===== config.mk =====
export PLATFORM = sky130hd
export DESIGN_NAME = ks_serial_subtractor
export DESIGN_NICKNAME = d
export VERILOG_FILES = /design/src/rtl/ks_arith_pkg.sv /design/src/rtl/ks_sub_digit.sv /design/src/rtl/ks_serial_subtractor.sv
export SDC_FILE = /design/constraint.sdc
export NUM_CORES = 1
export LEC_CHECK = 0
export BUFFER_PORTS_ARGS = -buffer_cell sky130_fd_sc_hd__buf_2
export CORE_ASPECT_RATIO = 0.6
export CORE_UTILIZATION = 37
export DETAILED_ROUTE_END_ITERATION = 10
export GPL_TIMING_DRIVEN = 0
export PLACE_DENSITY = 0.6
export SLEW_MARGIN = 20
export SYNTH_ARGS = -nofsm -noshare
export SYNTH_HDL_FRONTEND = slang
export SYNTH_SLANG_ARGS = --single-unit

===== constraint.sdc =====
create_clock -name clk -period 1.7 [get_ports clk]
set_clock_uncertainty 0.1 [all_clocks]
set_input_delay 0.085 -clock clk [delete_from_list [all_inputs] [get_ports clk]]
set_output_delay 0.085 -clock clk [all_outputs]
set_load 0.05 [all_outputs]

===== src/rtl/ks_arith_pkg.sv =====
// Shared definitions for the digit-serial Kogge-Stone arithmetic units:
// digit width, controller state encoding and digit-count helpers.
package ks_arith_pkg;

  localparam int DIGIT_W = 4;

  typedef enum logic [1:0] {
    IDLE = 2'd0,
    BUSY = 2'd1,
    DONE = 2'd2
  } state_e;

  // Number of DIGIT_W-bit digits in an operand of the given width.
  function automatic int ndig_of(input int width);
    return width / DIGIT_W;
  endfunction

  // Width of a counter that indexes ndig digits; never narrower than one bit.
  function automatic int cnt_w_of(input int ndig);
    return (ndig > 1) ? $clog2(ndig) : 1;
  endfunction

endpackage


===== src/rtl/ks_sub_digit.sv =====
// Combinational 4-bit subtract slice: d4 = a4 + ~b4 + cin, where cin is the
// inverted incoming borrow. Carries come from a 4-bit Kogge-Stone
// generate/propagate prefix tree with cin folded into bit 0's generate.
// c_msb_in is the carry into bit 3, used by the top level for signed overflow.
module ks_sub_digit
  import ks_arith_pkg::*;
(
  input  logic [DIGIT_W-1:0] a4,
  input  logic [DIGIT_W-1:0] b4,
  input  logic               cin,
  output logic [DIGIT_W-1:0] d4,
  output logic               cout,
  output logic               c_msb_in
);

  logic [3:0] b_inv;
  logic [3:0] g;
  logic [3:0] p;
  logic [3:0] g1;
  logic [3:2] p1;
  logic       g2_2;
  logic       g2_3;
  logic [3:0] c;

  // Bit-level generate/propagate on the inverted subtrahend.
  assign b_inv = ~b4;
  assign g     = a4 & b_inv;
  assign p     = a4 ^ b_inv;

  // Prefix level 1 (span 2); bit 0 absorbs the carry-in so every group that
  // reaches bit 0 is already a complete carry.
  assign g1[0] = g[0] | (p[0] & cin);
  assign g1[1] = g[1] | (p[1] & g1[0]);
  assign g1[2] = g[2] | (p[2] & g[1]);
  assign g1[3] = g[3] | (p[3] & g[2]);
  assign p1[2] = p[2] & p[1];
  assign p1[3] = p[3] & p[2];

  // Prefix level 2 (span 4).
  assign g2_2 = g1[2] | (p1[2] & g1[0]);
  assign g2_3 = g1[3] | (p1[3] & g1[1]);

  // Carry into each bit position, then the sum bits.
  assign c        = {g2_2, g1[1], g1[0], cin};
  assign d4       = p ^ c;
  assign cout     = g2_3;
  assign c_msb_in = g2_2;

endmodule


===== src/rtl/ks_serial_subtractor.sv =====
// Digit-serial subtractor: diff = (a - b - bin) mod 2^WIDTH, processed one
// 4-bit digit per cycle, LSB digit first, with a valid/ready handshake on
// each side and one operation in flight. The carry register holds the
// inverted borrow between digits; bout is the inverted final carry.
// Optional signed-overflow output: define KS_SERIAL_SUB_OVF_EN.
module ks_serial_subtractor
  import ks_arith_pkg::*;
#(
  parameter int WIDTH = 16
) (
  input  logic             clk,
  input  logic             rst,
  input  logic             in_valid,
  output logic             in_ready,
  input  logic [WIDTH-1:0] a,
  input  logic [WIDTH-1:0] b,
  input  logic             bin,
  output logic             out_valid,
  input  logic             out_ready,
  output logic [WIDTH-1:0] diff,
  output logic             bout
`ifdef KS_SERIAL_SUB_OVF_EN
  ,
  output logic             ovf
`endif
);

  localparam int NDIG  = ndig_of(WIDTH);
  localparam int CNT_W = cnt_w_of(NDIG);
  localparam logic [CNT_W-1:0] LAST_DIG = CNT_W'(NDIG - 1);

  if (((WIDTH % DIGIT_W) != 0) || (WIDTH < DIGIT_W)) begin : g_bad_width
    $error("ks_serial_subtractor: WIDTH must be a multiple of 4 and at least 4");
  end

  state_e             state_q, state_d;
  logic [CNT_W-1:0]   cnt_q, cnt_d;
  logic [WIDTH-1:0]   a_q, a_d;
  logic [WIDTH-1:0]   b_q, b_d;
  logic               carry_q, carry_d;
  logic [WIDTH-1:0]   diff_q, diff_d;
  logic               bout_q, bout_d;
`ifdef KS_SERIAL_SUB_OVF_EN
  logic               ovf_q, ovf_d;
  logic               dig_cmsb;
`endif

  logic [DIGIT_W-1:0] dig_d;
  logic               dig_cout;

  // The current digit is always the low nibble of the shifting operands.
  ks_sub_digit u_digit (
    .a4       (a_q[DIGIT_W-1:0]),
    .b4       (b_q[DIGIT_W-1:0]),
    .cin      (carry_q),
    .d4       (dig_d),
    .cout     (dig_cout),
`ifdef KS_SERIAL_SUB_OVF_EN
    .c_msb_in (dig_cmsb)
`else
    .c_msb_in ()
`endif
  );

  // Next-state logic: accept in IDLE, one digit per BUSY cycle, hold in DONE.
  always_comb begin
    state_d = state_q;
    cnt_d   = cnt_q;
    a_d     = a_q;
    b_d     = b_q;
    carry_d = carry_q;
    diff_d  = diff_q;
    bout_d  = bout_q;
`ifdef KS_SERIAL_SUB_OVF_EN
    ovf_d   = ovf_q;
`endif
    case (state_q)
      IDLE: begin
        if (in_valid) begin
          state_d = BUSY;
          a_d     = a;
          b_d     = b;
          carry_d = ~bin;
          cnt_d   = '0;
        end else begin
          state_d = IDLE;
        end
      end
      BUSY: begin
        a_d     = a_q >> DIGIT_W;
        b_d     = b_q >> DIGIT_W;
        carry_d = dig_cout;
        cnt_d   = cnt_q + CNT_W'(1);
        for (int k = 0; k < NDIG; k++) begin
          if (cnt_q == CNT_W'(k)) begin
            diff_d[k*DIGIT_W +: DIGIT_W] = dig_d;
          end
        end
        if (cnt_q == LAST_DIG) begin
          state_d = DONE;
          cnt_d   = '0;
          bout_d  = ~dig_cout;
`ifdef KS_SERIAL_SUB_OVF_EN
          ovf_d   = dig_cmsb ^ dig_cout;
`endif
        end else begin
          state_d = BUSY;
        end
      end
      DONE: begin
        if (out_ready) begin
          state_d = IDLE;
        end else begin
          state_d = DONE;
        end
      end
      default: begin
        state_d = IDLE;
      end
    endcase
  end

  // State and datapath registers with synchronous reset.
  always_ff @(posedge clk) begin
    if (rst) begin
      state_q <= IDLE;
      cnt_q   <= '0;
      a_q     <= '0;
      b_q     <= '0;
      carry_q <= 1'b0;
      diff_q  <= '0;
      bout_q  <= 1'b0;
`ifdef KS_SERIAL_SUB_OVF_EN
      ovf_q   <= 1'b0;
`endif
    end else begin
      state_q <= state_d;
      cnt_q   <= cnt_d;
      a_q     <= a_d;
      b_q     <= b_d;
      carry_q <= carry_d;
      diff_q  <= diff_d;
      bout_q  <= bout_d;
`ifdef KS_SERIAL_SUB_OVF_EN
      ovf_q   <= ovf_d;
`endif
    end
  end

  assign in_ready  = (state_q == IDLE);
  assign out_valid = (state_q == DONE);
  assign diff      = diff_q;
  assign bout      = bout_q;
`ifdef KS_SERIAL_SUB_OVF_EN
  assign ovf       = ovf_q;
`endif

endmodule


* Word level (Yosys, flattened, before mapping)
Index checks and enable logic that the tools add are counted.
** Storage, ports and cells
- Memory bits (read-only) :: 0
- Output and inout bits :: 19
- Flip-flop bits (word level) :: 54
- Bits in writable memories :: 0
- Bits of input ports :: 37
- Memories :: 0
- Bits in latches :: 0
- Logic and storage cells :: 58
** Operators by class
- Bitwise gates (word level) :: 20
- Shifts and indexed selects :: 0
- Equality and inequality tests :: 6
- $mul :: 0
- Reduce and logical (&&, ||, !) cells :: 8
- Order comparisons :: 0
- Divide/modulo/power cells :: 0
- $add $sub $neg :: 1
- Multiplexer cells :: 13
** Operators with widths (number)
- $pmux 16 s2 :: 2
- $mux 16 :: 2
- $reduce_and 2->1 :: 5
- $and 1x1->1 :: 8
- $mux 2 :: 4
- $xor 4x4->4 :: 2
- $eq 2x2->1 const B :: 3
- $or 1x1->1 :: 6
- $pmux 2 s3 :: 1
- $and 4x4->4 :: 1
- $eq 2x1->1 const B :: 2
- $logic_not 2->1 :: 2
- $not 4->4 :: 1
- $pmux 2 s2 :: 1
- $add 2x1->2 const B :: 1
- $mux 1 :: 2
- $ne 2x2->1 const B :: 1
- $not 1->1 :: 2
- $pmux 1 s2 :: 1
- $reduce_bool 2->1 :: 1

* Longest topological paths before layout
- Word-level depth :: 9
- Depth in mapped cells :: 7
- Gate-level depth less buffers :: 7

* Hierarchy
Synthesis repeated with hierarchy kept, for this count alone.
** Second synthesis, totals
- Cells, all modules :: 210
- Area, all modules :: 2331.0 µm²
** Modules (own cells, without submodules)
- ks_serial_subtractor :: cells an instance 189, times used 1, area an instance 2170.8 µm²
- ks_sub_digit :: cells an instance 21, times used 1, area an instance 160.2 µm²

* Worst setup path before layout
OpenSTA, ideal clock, no wires.
- Path type :: flip-flop to flip-flop
- Start point :: reg state_q[1]
- End point :: reg carry_q
- Cell stages (with the launch flop) :: 6
- Clock period less this slack :: 1.877 ns
- Data required time :: 1.530 ns
- Data arrival time :: 1.707 ns
- Path slack :: -0.177 ns
- Setup time :: 0.070 ns
- Buffers on the path :: 1
- Cell sequence :: dfxtp_1 -> nor2_1 -> and2_1 -> clkbuf_1 -> a22oi_1 -> a21oi_1
** On the way
- Cells in the longest elaborated chain, start to end :: 3
- Elaborated cells between the ends (all ways) :: 6
- Those cells by class :: eq/ne (2); mux (1); reduce/logical (3)
** RTL lines
- start, declared :: line ks_serial_subtractor.sv:36 : state_e state_q, state_d;
- start signal, assigned :: line ks_serial_subtractor.sv:137 : state_q <= state_d;
- $logic_not 2->1 *
- via in_ready :: line ks_serial_subtractor.sv:14 : output logic in_ready,
- $ne 2x2->1 (no source line) / $reduce_bool 2->1 (equally long branches)
- $reduce_and 2->1 (no source line)
- end signal, assigned :: line ks_serial_subtractor.sv:141 : carry_q <= carry_d;
- end, declared :: line ks_serial_subtractor.sv:40 : logic carry_q, carry_d;
Mark *: on every way through the listed nets, which the timed path passes. The rest lies on a longest branch.
A chain may end at the register's enable or synchronous reset.

* Worst setup path in the final report
- Start point :: reg a_q[0]
- End point :: reg bout_q, in the netlist bout
** On the way
- Cells in the longest elaborated chain, start to end :: 8
- Elaborated cells between the ends (all ways) :: 9
- Those cells by class :: bitwise (9)
** RTL lines
- start, declared :: line ks_serial_subtractor.sv:38 : logic [WIDTH-1:0] a_q, a_d;
- start signal, assigned :: line ks_serial_subtractor.sv:128 : a_q <= '0;
- start signal, assigned :: line ks_serial_subtractor.sv:139 : a_q <= a_d;
- $xor 4x4->4 :: line ks_sub_digit.sv:28 : assign p = a4 ^ b_inv;
- $and 1x1->1 :: line ks_sub_digit.sv:32 : assign g1[0] = g[0] | (p[0] & cin);
- $or 1x1->1 * :: line ks_sub_digit.sv:32
- $and 1x1->1 * :: line ks_sub_digit.sv:33 : assign g1[1] = g[1] | (p[1] & g1[0]);
- $or 1x1->1 * :: line ks_sub_digit.sv:33
- $and 1x1->1 * :: line ks_sub_digit.sv:41 : assign g2_3 = g1[3] | (p1[3] & g1[1]);
- $or 1x1->1 * :: line ks_sub_digit.sv:41
- $not 1->1 * :: line ks_serial_subtractor.sv:102 : bout_d = ~dig_cout;
- end signal, assigned :: line ks_serial_subtractor.sv:143 : bout_q <= bout_d;
- end, declared :: line ks_serial_subtractor.sv:42 : logic bout_q, bout_d;
Mark *: on every way between the ends. The rest lies on a longest branch, timed or not.

==> metrics.txt <==
status=complete, but fails checks; failing checks=negative hold slack, negative setup slack; Hold WS=-0.00250 ns; Antenna Violating Nets Remaining=0; worst min path class=in2reg; worst hold stages=3; Synth area leader=dfxtp_1; maxcap violations=0; GRT Total Usage=0.193; ANT cells=0; TritonCTS clock tree=done; register area share after synthesis=0.422; vias per inst=4.86; Inserted Clock Buffers=5; Final Util=0.518; share of layout cells above drive strength 1=0.326; IO buf count=55; global route overflow=0; Post-Syn Instances=284; Avg WL per Cell=14.2 µm; sw frac=0.288; FFs w/ async S/R, synth=0; minimum clock period=1.83 ns; Worst Tran Pin Value=0.736 ns; total routed wirelength=6.57 mm; fin. max-slew vios=0; syn nets=330; Internal Power=0.00225 W; final instance area=3460 µm²; Synth top area share=0.422; Clock Sinks=54; total power=0.00317 W; slowest stage delay, CP=0.41 ns; RePlAce Congestion=0.764; Avg Synthesized Cell Area=9.01 µm²; Filler Cells Inserted=656; Peak Freq=548 MHz; synthesized area=2560 µm²; Yosys warning total=0; clk_lat worst skew=0.29 ns; Comb pwr share=0.227; Rel. slew slack=0.509; largest cells by area after synthesis=dfxtp_1 42%, a311oi_2 11%, nand2_1 8.8%; die area=7260 µm²; Final Hold Viols=1; Area after DPL=2970 µm²; pre-CTS WS=-0.170 ns; vias in the first global route=2151; Starting DRT DRC Count=100; Reg clk slew, reported paths=0.07 ns; Area Growth Syn to Fin=35.1%; dpl hpwl=4.74 mm; Initial Utilization=0.383; critical path type=reg2reg; number of synthesized flops with an enable pin=0; Slowest-stage cell, CP=fa_2; row count=23; largest net degree at the start of global routing=17; cell count of the worst reg-to-reg path=7; first-pass GRT wire length=10.6 mm; Nets=422; CTS H-tree lvls=2; clock root cell=clkbuf_16; most frequent cells after synthesis=60 x nand2_1, 54 x dfxtp_1, 45 x nor2_1, 18 x a311oi_2; core area=6680 µm²; Peak VDD IR=0.471 mV; # DRC=0; Worst Path Required=1.76 ns; number of antenna violations at the first check in global routing=0; Clk network pwr share=0.331; crit-path cells=inv_2 -> fa_2 -> fa_2 -> nor2b_1 -> o21a_1 -> or3_1 -> a21oi_1; Yosys cell types=34; CP dominant cell by count=fa_2; startpoint types=flip-flop; PnR worst setup slack=-0.126 ns; Lkg Pwr=1.42 nW; # IOs=56; total power density per cell area=916 nW/µm²; vias post-DR=2254; Max Buffers Root-to-Sink=2; Final period util=1.07; sequential fraction of design power=0.442; Die H=66.4 µm; # setup viols final=11; CP Max Fanout=2; Die X=109 µm; area of the multi-input gates=1350 µm²; 1st-pass router iterations=4; CP Capture Type=flip-flop; most frequent cell after synthesis=nand2_1; RSZ-0062 raised after global routing=true; number of synthesized register bits=54; Reg area=1090 µm²; top_reg_cell synth=dfxtp_1; WP data arrival=1.88 ns; NetSw=0.000912 W
==> per-stage QoR <==
| step | cells | TNS, ns |
|---|---|---|
| global route | 464 | -1.59 |
| detailed placement | 426 | -1.21 |
| CTS | 464 | -0.703 |
| finish | 464 | -0.657 |
| global placement | 426 | -1.24 |
| floorplan | 284 | -0.0645 |
==> power groups by stage <==
stage | sequential [W] | clock [W] | combinational [W]
2_1_floorplan | 0.00147 | 0 | 0.000406
3_3_place_gp | 0.00143 | 0 | 0.000618
3_5_place_dp | 0.00143 | 0 | 0.000622
4_1_cts | 0.00140 | 0.00107 | 0.000709
5_1_grt | 0.00141 | 0.00112 | 0.000792
6_report | 0.00140 | 0.00105 | 0.000718
==> path summary, 6_finish.rpt <==
check	endpoint	from	slack, ns
setup reg to reg	bout$_SDFFE_PP0P_	a_q[0]$_SDFFE_PP0P_	-0.13
setup / recovery	bout$_SDFFE_PP0P_	a_q[0]$_SDFFE_PP0P_	-0.13
hold / removal	a_q[5]$_SDFFE_PP0P_	a[5]	-0.002
hold reg to reg	diff[2]$_SDFFE_PP0P_	diff[2]$_SDFFE_PP0P_	0.36
==> cell type report <==
class | instances | area share
tap | 87 | 0.0315
clock inverter | 2 | 0.00362
buffer | 22 | 0.0449
inverter | 10 | 0.0109
multi-input combinational | 198 | 0.391
timing repair buffer | 85 | 0.164
sequential | 54 | 0.315
clock buffer | 6 | 0.0402
==> critical path, delay by kind of cell (launching register included) <==
| kind | cells | cell delay (ns) |
|---|---|---|
| flops | 1 | 0.33 |
| fa+ha+maj | 2 | 0.80 |
| buf+inv | 1 | 0.04 |
| compound gates | 2 | 0.19 |
| simple gates | 2 | 0.23 |
==> cells in the final DEF (no fill, tap or decap), types with 5 or more instances in the layout <==
| master | netlist | final |
|---|---|---|
| nand2_1 | 60 | 60 |
| buf_2 | 7 | 59 |
| dfxtp_1 | 54 | 49 |
| nor2_1 | 45 | 44 |
| dlygate4sd3_1 | 0 | 26 |
| a311oi_2 | 18 | 18 |
| a22oi_1 | 10 | 10 |
| buf_4 | 3 | 8 |
| a21oi_1 | 8 | 8 |
| inv_1 | 10 | 7 |
| buf_6 | 6 | 6 |
| clkbuf_1 | 6 | 6 |
| a311oi_1 | 6 | 6 |
| ha_1 | 7 | 6 |
| a211oi_1 | 8 | 5 |
| dfxtp_2 | 0 | 5 |
| clkbuf_16 | 0 | 5 |
==> registers in the layout (all words and copies together), names as in the netlist <==
| signal | flops |
|---|---|
| carry_q | 1 |
| a_q | 16 |
| state_q | 2 |
| cnt_q | 2 |
| b_q | 16 |
| diff | 16 |
| bout | 1 |
==> per-layer routing <==
| layer | global-route usage | routed length, µm |
|---|---|---|
| met2 | 0.284 | 2630 |
| met5 | 0 | 0 |
| met4 | 0.0250 | 13 |
| met3 | 0.0394 | 304 |
| met1 | 0.291 | 3620 |
==> cell families after synthesis <==
family                     Yosys count  share of synthesized area
AOI/OAI and AO/OA                   57                      0.225
xor gates and xnor gates             1                    0.00342
adders and majority gates            9                     0.0499
buffers and inverters               32                     0.0724
DFF                                 54                      0.422
muxes                                1                    0.00391
and+or+nand+nor                    130                      0.223
==> repair_timing <==
item,in CTS,in global routing
endpoints found under the hold margin,26,0
hold buffers,26,0
pin swaps,8,2
setup endpoints to repair,21,34
resized for setup,8,8
buffers inserted,4,0
Power figures use the tool's default switching activity.
